## config.mk

```make
export PLATFORM = sky130hd
export DESIGN_NAME = store_unit
export DESIGN_NICKNAME = d
export VERILOG_FILES = /design/src/rtl/store_unit.sv
export SDC_FILE = /design/constraint.sdc
export NUM_CORES = 1
export LEC_CHECK = 0
export CAP_MARGIN = 5
export CORE_MARGIN = 8
export CORE_UTILIZATION = 36
export CTS_CLUSTER_SIZE = 14
export DETAILED_ROUTE_END_ITERATION = 8
export GPL_TIMING_DRIVEN = 0
export HOLD_SLACK_MARGIN = 0.06
export PLACE_DENSITY_LB_ADDON = 0.1
export SYNTH_ARGS = -nofsm -noshare
export SYNTH_HDL_FRONTEND = slang
export SYNTH_SLANG_ARGS = --single-unit
```

## constraint.sdc

```tcl
create_clock -name clk -period 3 [get_ports clk]
set_input_delay 0.6 -clock clk [delete_from_list [all_inputs] [get_ports clk]]
set_output_delay 0.6 -clock clk [all_outputs]
set_load 0.03 [all_outputs]
```

## src/rtl/store_unit.sv

```systemverilog
// Store path between execute and the AHB-Lite data bus: address-phase mask/HTRANS
// generation plus a registered, wait-state-tolerant data phase.
module store_unit (
    input  logic        clk,
    input  logic        reset,
    input  logic [1:0]  funct3_in,
    input  logic [31:0] iadder_in,
    input  logic [31:0] rs2_in,
    input  logic        mem_wr_req_in,
    input  logic        ahb_ready_in,
    output logic [31:0] d_addr_out,
    output logic [31:0] data_out,
    output logic [3:0]  wr_mask_out,
    output logic [1:0]  ahb_htrans_out,
    output logic        wr_req_out
);

    // Handshake: a transfer is accepted on a rising edge where mem_wr_req_in and
    // ahb_ready_in are both high; its data is driven in the following cycle and held
    // until ahb_ready_in is seen high again.

    localparam logic [1:0] HTRANS_IDLE   = 2'b00;
    localparam logic [1:0] HTRANS_NONSEQ = 2'b10;

    logic [1:0]  byte_sel;
    logic [3:0]  lane_mask;
    logic [31:0] aligned_data;
    logic        accept;

    logic [31:0] data_d,         data_q;
    logic        data_pending_d, data_pending_q;

    assign byte_sel = iadder_in[1:0];
    assign accept   = mem_wr_req_in & ahb_ready_in;

    // Lane selection; funct3 2'b11 is treated as a word store.
    always_comb begin
        lane_mask    = 4'b1111;
        aligned_data = rs2_in;
        case (funct3_in)
            2'b00: begin
                lane_mask    = 4'b0001 << byte_sel;
                aligned_data = {24'h0, rs2_in[7:0]} << {byte_sel, 3'b000};
            end
            2'b01: begin
                lane_mask    = byte_sel[1] ? 4'b1100 : 4'b0011;
                aligned_data = byte_sel[1] ? {rs2_in[15:0], 16'h0} : {16'h0, rs2_in[15:0]};
            end
            default: begin
                lane_mask    = 4'b1111;
                aligned_data = rs2_in;
            end
        endcase
    end

    always_comb begin
        d_addr_out     = 32'h0;
        wr_mask_out    = 4'b0000;
        ahb_htrans_out = HTRANS_IDLE;
        wr_req_out     = 1'b0;
        if (!reset) begin
            d_addr_out     = {iadder_in[31:2], 2'b00};
            wr_mask_out    = mem_wr_req_in ? lane_mask : 4'b0000;
            ahb_htrans_out = accept ? HTRANS_NONSEQ : HTRANS_IDLE;
            wr_req_out     = mem_wr_req_in;
        end
    end

    // A low HREADY stretches the current data phase, so everything holds.
    always_comb begin
        data_d         = data_q;
        data_pending_d = data_pending_q;
        if (ahb_ready_in) begin
            data_pending_d = accept;
            if (accept) begin
                data_d = aligned_data;
            end
        end
    end

    always_ff @(posedge clk) begin
        if (reset) begin
            data_q         <= 32'h0;
            data_pending_q <= 1'b0;
        end else begin
            data_q         <= data_d;
            data_pending_q <= data_pending_d;
        end
    end

    assign data_out = data_q;

endmodule

```

==> results.py, run 1 <==
metrics = {
    "outcome": {
        "status": "finished clean",
    },
    "global_route": {
        "antenna_found_initial": 0,
        "grt_pass1_wl_um": 11400,
        "grt_max_degree": 11,
        "first_global_vias": 2228,
        "grt-ovfl-total": 0,
        "grtUsageTotal_pct": 19.3,
    },
    "drt": {
        "first_iter_violations": 152,
        "wl_per_cell_um": 17.1,
        "first_pass_iters": 4,
        "drt_wl_total_um": 7420,
        "viasPerCell": 5.01,
        "drc": 0,
        "vias": 2178,
        "postRouteAntennaNets": 0,
    },
    "placed_design": {
        "io_buffers": 135,
        "dp_hpwl_um": 5910,
        "gp_congestion": 0.806,
    },
    "sta": {
        "relSlewSlack_pct": 63.1,
        "min_period_over_period_pct": 94.3,
        "finalHoldViolations": 0,
        "rsz0062_at_grt": "false",
        "tightest_slew_ns": 0.552,
        "fmax_mhz": 354,
        "tns_ns": 0,
        "fin_skew_ns": 0,
        "finalSetupViolations": 0,
        "slew_viol_final": 0,
        "period_needed_ns": 2.83,
    },
    "cts": {
        "cts_tree": "built",
        "cts_sinks": 32,
        "clock-root-buffer": "clkbuf_8",
        "post_cts_buffers": 0,
        "clk_pin_slew_ns": 0.06,
        "clk_latency_ns": 0.28,
        "clk_path_buf_depth": 2,
        "htreeDepth": 2,
        "cts_buffers": 5,
    },
    "cells_and_area": {
        "drive_gt1_share_pct": 5.98,
        "num_antenna_cells": 0,
        "final_common_cell": "clkdlybuf4s50_1",
        "multiInputGateArea_um2": 1000,
        "final_cell_mix": "clkdlybuf4s50_1 (131), nor2b_1 (32), dfxtp_1 (32)",
        "fillers": 402,
        "seq_area_um2": 641,
        "largest_reg_flops": 32,
        "areaGrowthSynthToFinish_pct": 87.2,
        "nNetsFinal": 437,
    },
    "logic_synthesis": {
        "synthDistinctLibCells": 25,
        "synth-seq-cells": 32,
        "yosysSeqAreaShare_pct": 36.1,
        "yosysTopAreaCell": "dfxtp_1",
        "yosys_warnings": 0,
        "yosys-top-cells-area": "dfxtp_1 (36%), nor2b_1 (11%), a211oi_1 (10%)",
        "synth_top_area_share_pct": 36.1,
        "synth_cells": 223,
        "syn_avg_cell_area_um2": 7.95,
        "syn_area_um2": 1770,
    },
    "pwr": {
        "powerDensity_nw_per_um2": 396,
        "total_power_w": 0.00131,
        "ir_worst_vdd_mv": 0.210,
        "leakage_nw": 1.21,
    },
    "critical_path": {
        "critical-path-max-stage-delay_ns": 0.58,
        "crit_required_ns": 2.40,
        "worst-path-max-fanout": 10,
        "cp-start-kind": "primary input",
        "critical-path-top-delay-family": "buffers and inverters",
        "worstPathCellList": "clkdlybuf4s50_1 > buf_4 > buf_2 > inv_2 > a21oi_1 > dlygate4sd2_1",
        "worstSetupEndpointType": "output pin",
        "crit_type": "primary input to output pin",
        "cp_num_buf_inv": 5,
        "arrival_ns": 2.23,
        "cp_slowest_cell": "clkdlybuf4s50_1",
    },
    "floorplanning": {
        "rows": 25,
        "core_area_um2": 4720,
        "die_w_um": 86.2,
        "ios": 141,
        "die_y_um": 86.2,
        "dieArea_um2": 7430,
        "initial_core_util_pct": 37.5,
    },
    "flow_run": {
        "cap_viol_max_count": 0,
    },
    "min_path": {
        "hold_path_class": "register to register",
    },
}
==> synth_stat cells (all sizes together) <==
cell type / count
nand2b: 10
nor2: 27
nor2b: 32
a221oi: 8
o21ai: 18
conb: 1
nand3b: 8
inv: 3
and3b: 1
a211o: 1
clkbuf: 14
a32oi: 8
nand2: 9
and2: 2
buf: 11
dfxtp: 32
a211oi: 24
nor4bb: 1
nor4b: 1
a21oi: 12
==> logic make-up after synthesis <==
logic type	count (synthesis)	synth area share [%]
AO/OA/AOI/OAI	71	27.0
buffers and inverters	28	7.69
flip-flops	32	36.1
other	1	0.212
AND/OR/NAND/NOR	91	28.9
==> per-stage QoR <==
stage	hold WS, ns	utilization, %	setup slack (ns)	instances	cell area, um2
after global placement	0.466	68.1	-0.102	427	3220
after global routing	0.501	70.3	0.0692	435	3320
after detailed placement	0.472	68.1	-0.114	427	3220
after CTS	0.486	70.3	0.166	435	3320
after floorplan	0.603	-	0.948	225	1780
final	0.484	70.3	0.172	435	3320
==> worst reg2reg max path, stage by stage, from the launching register on <==
cell and delay (ns):
dfxtp_1 0.34, nor2_1 0.05, a211oi_1 0.24
==> worst paths after layout <==
kind	to	startpoint	cells past startpoint	slack, ns
worst max-delay path	wr_mask_out[1]	funct3_in[1]	6	0.17
worst min-delay path	data_out[5]$_SDFFE_PP0P_	data_out[5]$_SDFFE_PP0P_	2	0.48
worst max register to register	data_out[11]$_SDFFE_PP0P_	data_out[11]$_SDFFE_PP0P_	2	2.28
worst min register to register	data_out[5]$_SDFFE_PP0P_	data_out[5]$_SDFFE_PP0P_	2	0.48
==> final cells by class <==
cell class                 count  area share [%]
buffer                        25            3.77
clock buffer                   6            2.19
clock inverter                 2            1.06
inverter                       3           0.339
multi-input combinational    165            30.2
sequential                    32            19.3
tap                           67            2.53
timing repair buffer         135            40.6
==> report_power, final <==
group	total (W)	switching (W)	leakage (nW)	internal, W
logic	0.000444	0.000232	0.887	0.000212
registers	0.000463	0.0000126	0.263	0.000450
clock network	0.000408	0.000162	0.0552	0.000246
==> timing repair <==
action,CTS,global route
setup endpoints to repair,4,0
hold buffers,0,0
resized for setup,4,0
==> layer usage <==
| layer | global-route usage [%] | share of wire (%) |
|---|---|---|
| met1 | 21.4 | 38 |
| met2 | 32.6 | 48 |
| met3 | 8.51 | 13 |
| met4 | 5.48 | 1.1 |
| met5 | 0 | 0 |
Power figures use the tool's default switching activity.
==> run 2, diff against run 1 <==
--- a/config.mk
+++ b/config.mk
@@ -6,7 +6,7 @@
 export NUM_CORES = 1
 export LEC_CHECK = 0
 export CAP_MARGIN = 5
-export CORE_MARGIN = 8
+export CORE_MARGIN = 2
 export CORE_UTILIZATION = 36
 export CTS_CLUSTER_SIZE = 14
 export DETAILED_ROUTE_END_ITERATION = 8
==> results.py, run 2 (synthesized netlist as in run 1, its figures left out) <==
metrics = {
    "cells_and_area": {
        "seq_area_um2": 641,
        "multiInputGateArea_um2": 1000,
        "drive_gt1_share_pct": 5.71,
        "nNetsFinal": 437,
        "num_antenna_cells": 0,
        "largest_reg_flops": 32,
        "fillers": 389,
        "areaGrowthSynthToFinish_pct": 86.2,
        "final_common_cell": "clkdlybuf4s50_1",
        "fin_util_pct": 69.9,
        "final_cell_mix": "clkdlybuf4s50_1 (131), nor2b_1 (32), dfxtp_1 (32)",
    },
    "drt": {
        "drt_wl_total_um": 6550,
        "postRouteAntennaNets": 0,
        "first_pass_iters": 4,
        "wl_per_cell_um": 15.0,
        "first_iter_violations": 116,
        "vias": 2204,
        "drc": 0,
        "viasPerCell": 5.07,
    },
    "global_route": {
        "grtUsageTotal_pct": 23.3,
        "grt_pass1_wl_um": 9830,
        "grt_max_degree": 11,
        "first_global_vias": 2098,
        "antenna_found_initial": 0,
        "grt-ovfl-total": 0,
    },
    "sta": {
        "finalHoldViolations": 0,
        "relSlewSlack_pct": 66.2,
        "tns_ns": 0,
        "finalSetupViolations": 0,
        "min_period_over_period_pct": 94.0,
        "rsz0062_at_grt": "false",
        "tightest_slew_ns": 0.504,
        "fin_skew_ns": 0,
        "fmax_mhz": 355,
        "period_needed_ns": 2.82,
        "slew_viol_final": 0,
    },
    "cts": {
        "cts_sinks": 32,
        "clk_latency_ns": 0.28,
        "cts_tree": "built",
        "post_cts_buffers": 0,
        "htreeDepth": 2,
        "clk_path_buf_depth": 2,
        "cts_buffers": 5,
        "clk_pin_slew_ns": 0.06,
        "clock-root-buffer": "clkbuf_8",
    },
    "floorplanning": {
        "ios": 141,
        "dieArea_um2": 5500,
        "die_w_um": 74.2,
        "rows": 25,
        "die_y_um": 74.2,
        "initial_core_util_pct": 37.5,
        "core_area_um2": 4720,
    },
    "placed_design": {
        "io_buffers": 135,
        "dp_hpwl_um": 5110,
        "gp_congestion": 0.825,
    },
    "outcome": {
        "status": "finished clean",
    },
    "min_path": {
        "min_path_cells": 2,
        "hp-start": "data_out[6]$_SDFFE_PP0P_",
        "hold_path_class": "register to register",
        "holdPathEnd": "data_out[6]$_SDFFE_PP0P_",
    },
    "critical_path": {
        "rr_worst_depth": 2,
        "reg2reg_slack_ns": 2.28,
        "arrival_ns": 2.22,
        "cp_slowest_cell": "clkdlybuf4s50_1",
        "worst-path-max-fanout": 10,
        "crit_type": "primary input to output pin",
        "worstPathCellList": "clkdlybuf4s50_1 > buf_4 > buf_2 > inv_2 > a21oi_1 > dlygate4sd2_1",
        "reg2reg_to": "data_out[8]$_SDFFE_PP0P_",
        "timing.rr.start": "data_out[8]$_SDFFE_PP0P_",
        "critical-path-max-stage-delay_ns": 0.58,
        "crit_required_ns": 2.40,
        "worstSetupEndpointType": "output pin",
        "cp-start-kind": "primary input",
    },
    "pwr": {
        "ir_worst_vdd_mv": 0.197,
        "leakage_nw": 1.20,
        "total_power_w": 0.00124,
        "powerDensity_nw_per_um2": 377,
    },
    "flow_run": {
        "cap_viol_max_count": 0,
    },
}
## run 2: cell types whose count changed in the layout (fill, tap and decap cells not counted)
cell / previous run / this run
bufinv_16: 1 / 0
clkinv_2: 1 / 0
clkbuf_1: 14 / 15
clkbuf_8: 5 / 6
## run 2: repair_timing
| item | 4_1_cts | 5_1_grt |
|---|---|---|
| endpoints found under the setup margin | 4 | 0 |
| hold buffers | 0 | 0 |
| resized for setup | 4 | 0 |
## run 2: critical path: cells and delay by family
family | cells | cell delay (ns)
buffers and inverters | 5 | 1.49
AOI/OAI and AO/OA | 1 | 0.12
## run 2: worst max-delay path by stage
stage,cells past startpoint,to,start,slack (ns)
after floorplan,3,wr_mask_out[1],reset,0.95
after global placement,6,wr_mask_out[1],funct3_in[1],-0.1
after detailed placement,6,wr_mask_out[3],funct3_in[1],-0.09
after CTS,6,wr_mask_out[3],funct3_in[1],0.17
after global routing,6,wr_mask_out[0],funct3_in[1],0.07
final,6,wr_mask_out[3],funct3_in[1],0.18
## run 2: power breakdown
part | leakage [nW] | switching, W | internal [W] | total [W]
clock network | 0.0455 | 0.000153 | 0.000187 | 0.000340
registers | 0.263 | 0.0000129 | 0.000451 | 0.000463
logic | 0.887 | 0.000230 | 0.000212 | 0.000442
## run 2: layer usage
| layer | share of wire [%] | global-route usage (%) | up-vias |
|---|---|---|---|
| met5 | 0 | 0 | - |
| met4 | 2.1 | 9.29 | 0 |
| met3 | 8.8 | 5.15 | 13 |
| met2 | 49 | 38.4 | 108 |
| met1 | 40 | 29.5 | 1012 |
| li1 | - | - | 1071 |
## run 2: stage by stage
stage | setup WS (ns) | instances | hold WS, ns | area, um2
after floorplan | 0.948 | 225 | 0.603 | 1780
after global placement | -0.0993 | 427 | 0.462 | 3220
after detailed placement | -0.0932 | 427 | 0.475 | 3220
after CTS | 0.175 | 435 | 0.488 | 3300
after global routing | 0.0707 | 435 | 0.511 | 3300
final | 0.180 | 435 | 0.485 | 3300
## run 2: area by class of cell
| cell class | count | share of cell area, % |
|---|---|---|
| timing repair buffer | 135 | 40.8 |
| clock buffer | 8 | 2.73 |
| tap | 67 | 2.54 |
| sequential | 32 | 19.4 |
| inverter | 3 | 0.341 |
| buffer | 25 | 3.79 |
| multi-input combinational | 165 | 30.4 |
==> run 3, diff against run 2 <==
--- a/config.mk
+++ b/config.mk
@@ -10,6 +10,7 @@
 export CORE_UTILIZATION = 36
 export CTS_CLUSTER_SIZE = 14
 export DETAILED_ROUTE_END_ITERATION = 8
+export GPL_ROUTABILITY_DRIVEN = 0
 export GPL_TIMING_DRIVEN = 0
 export HOLD_SLACK_MARGIN = 0.06
 export PLACE_DENSITY_LB_ADDON = 0.1
==> results of run 3 <==
Same layout as run 2: the final DEF is identical, and so are final timing and power.
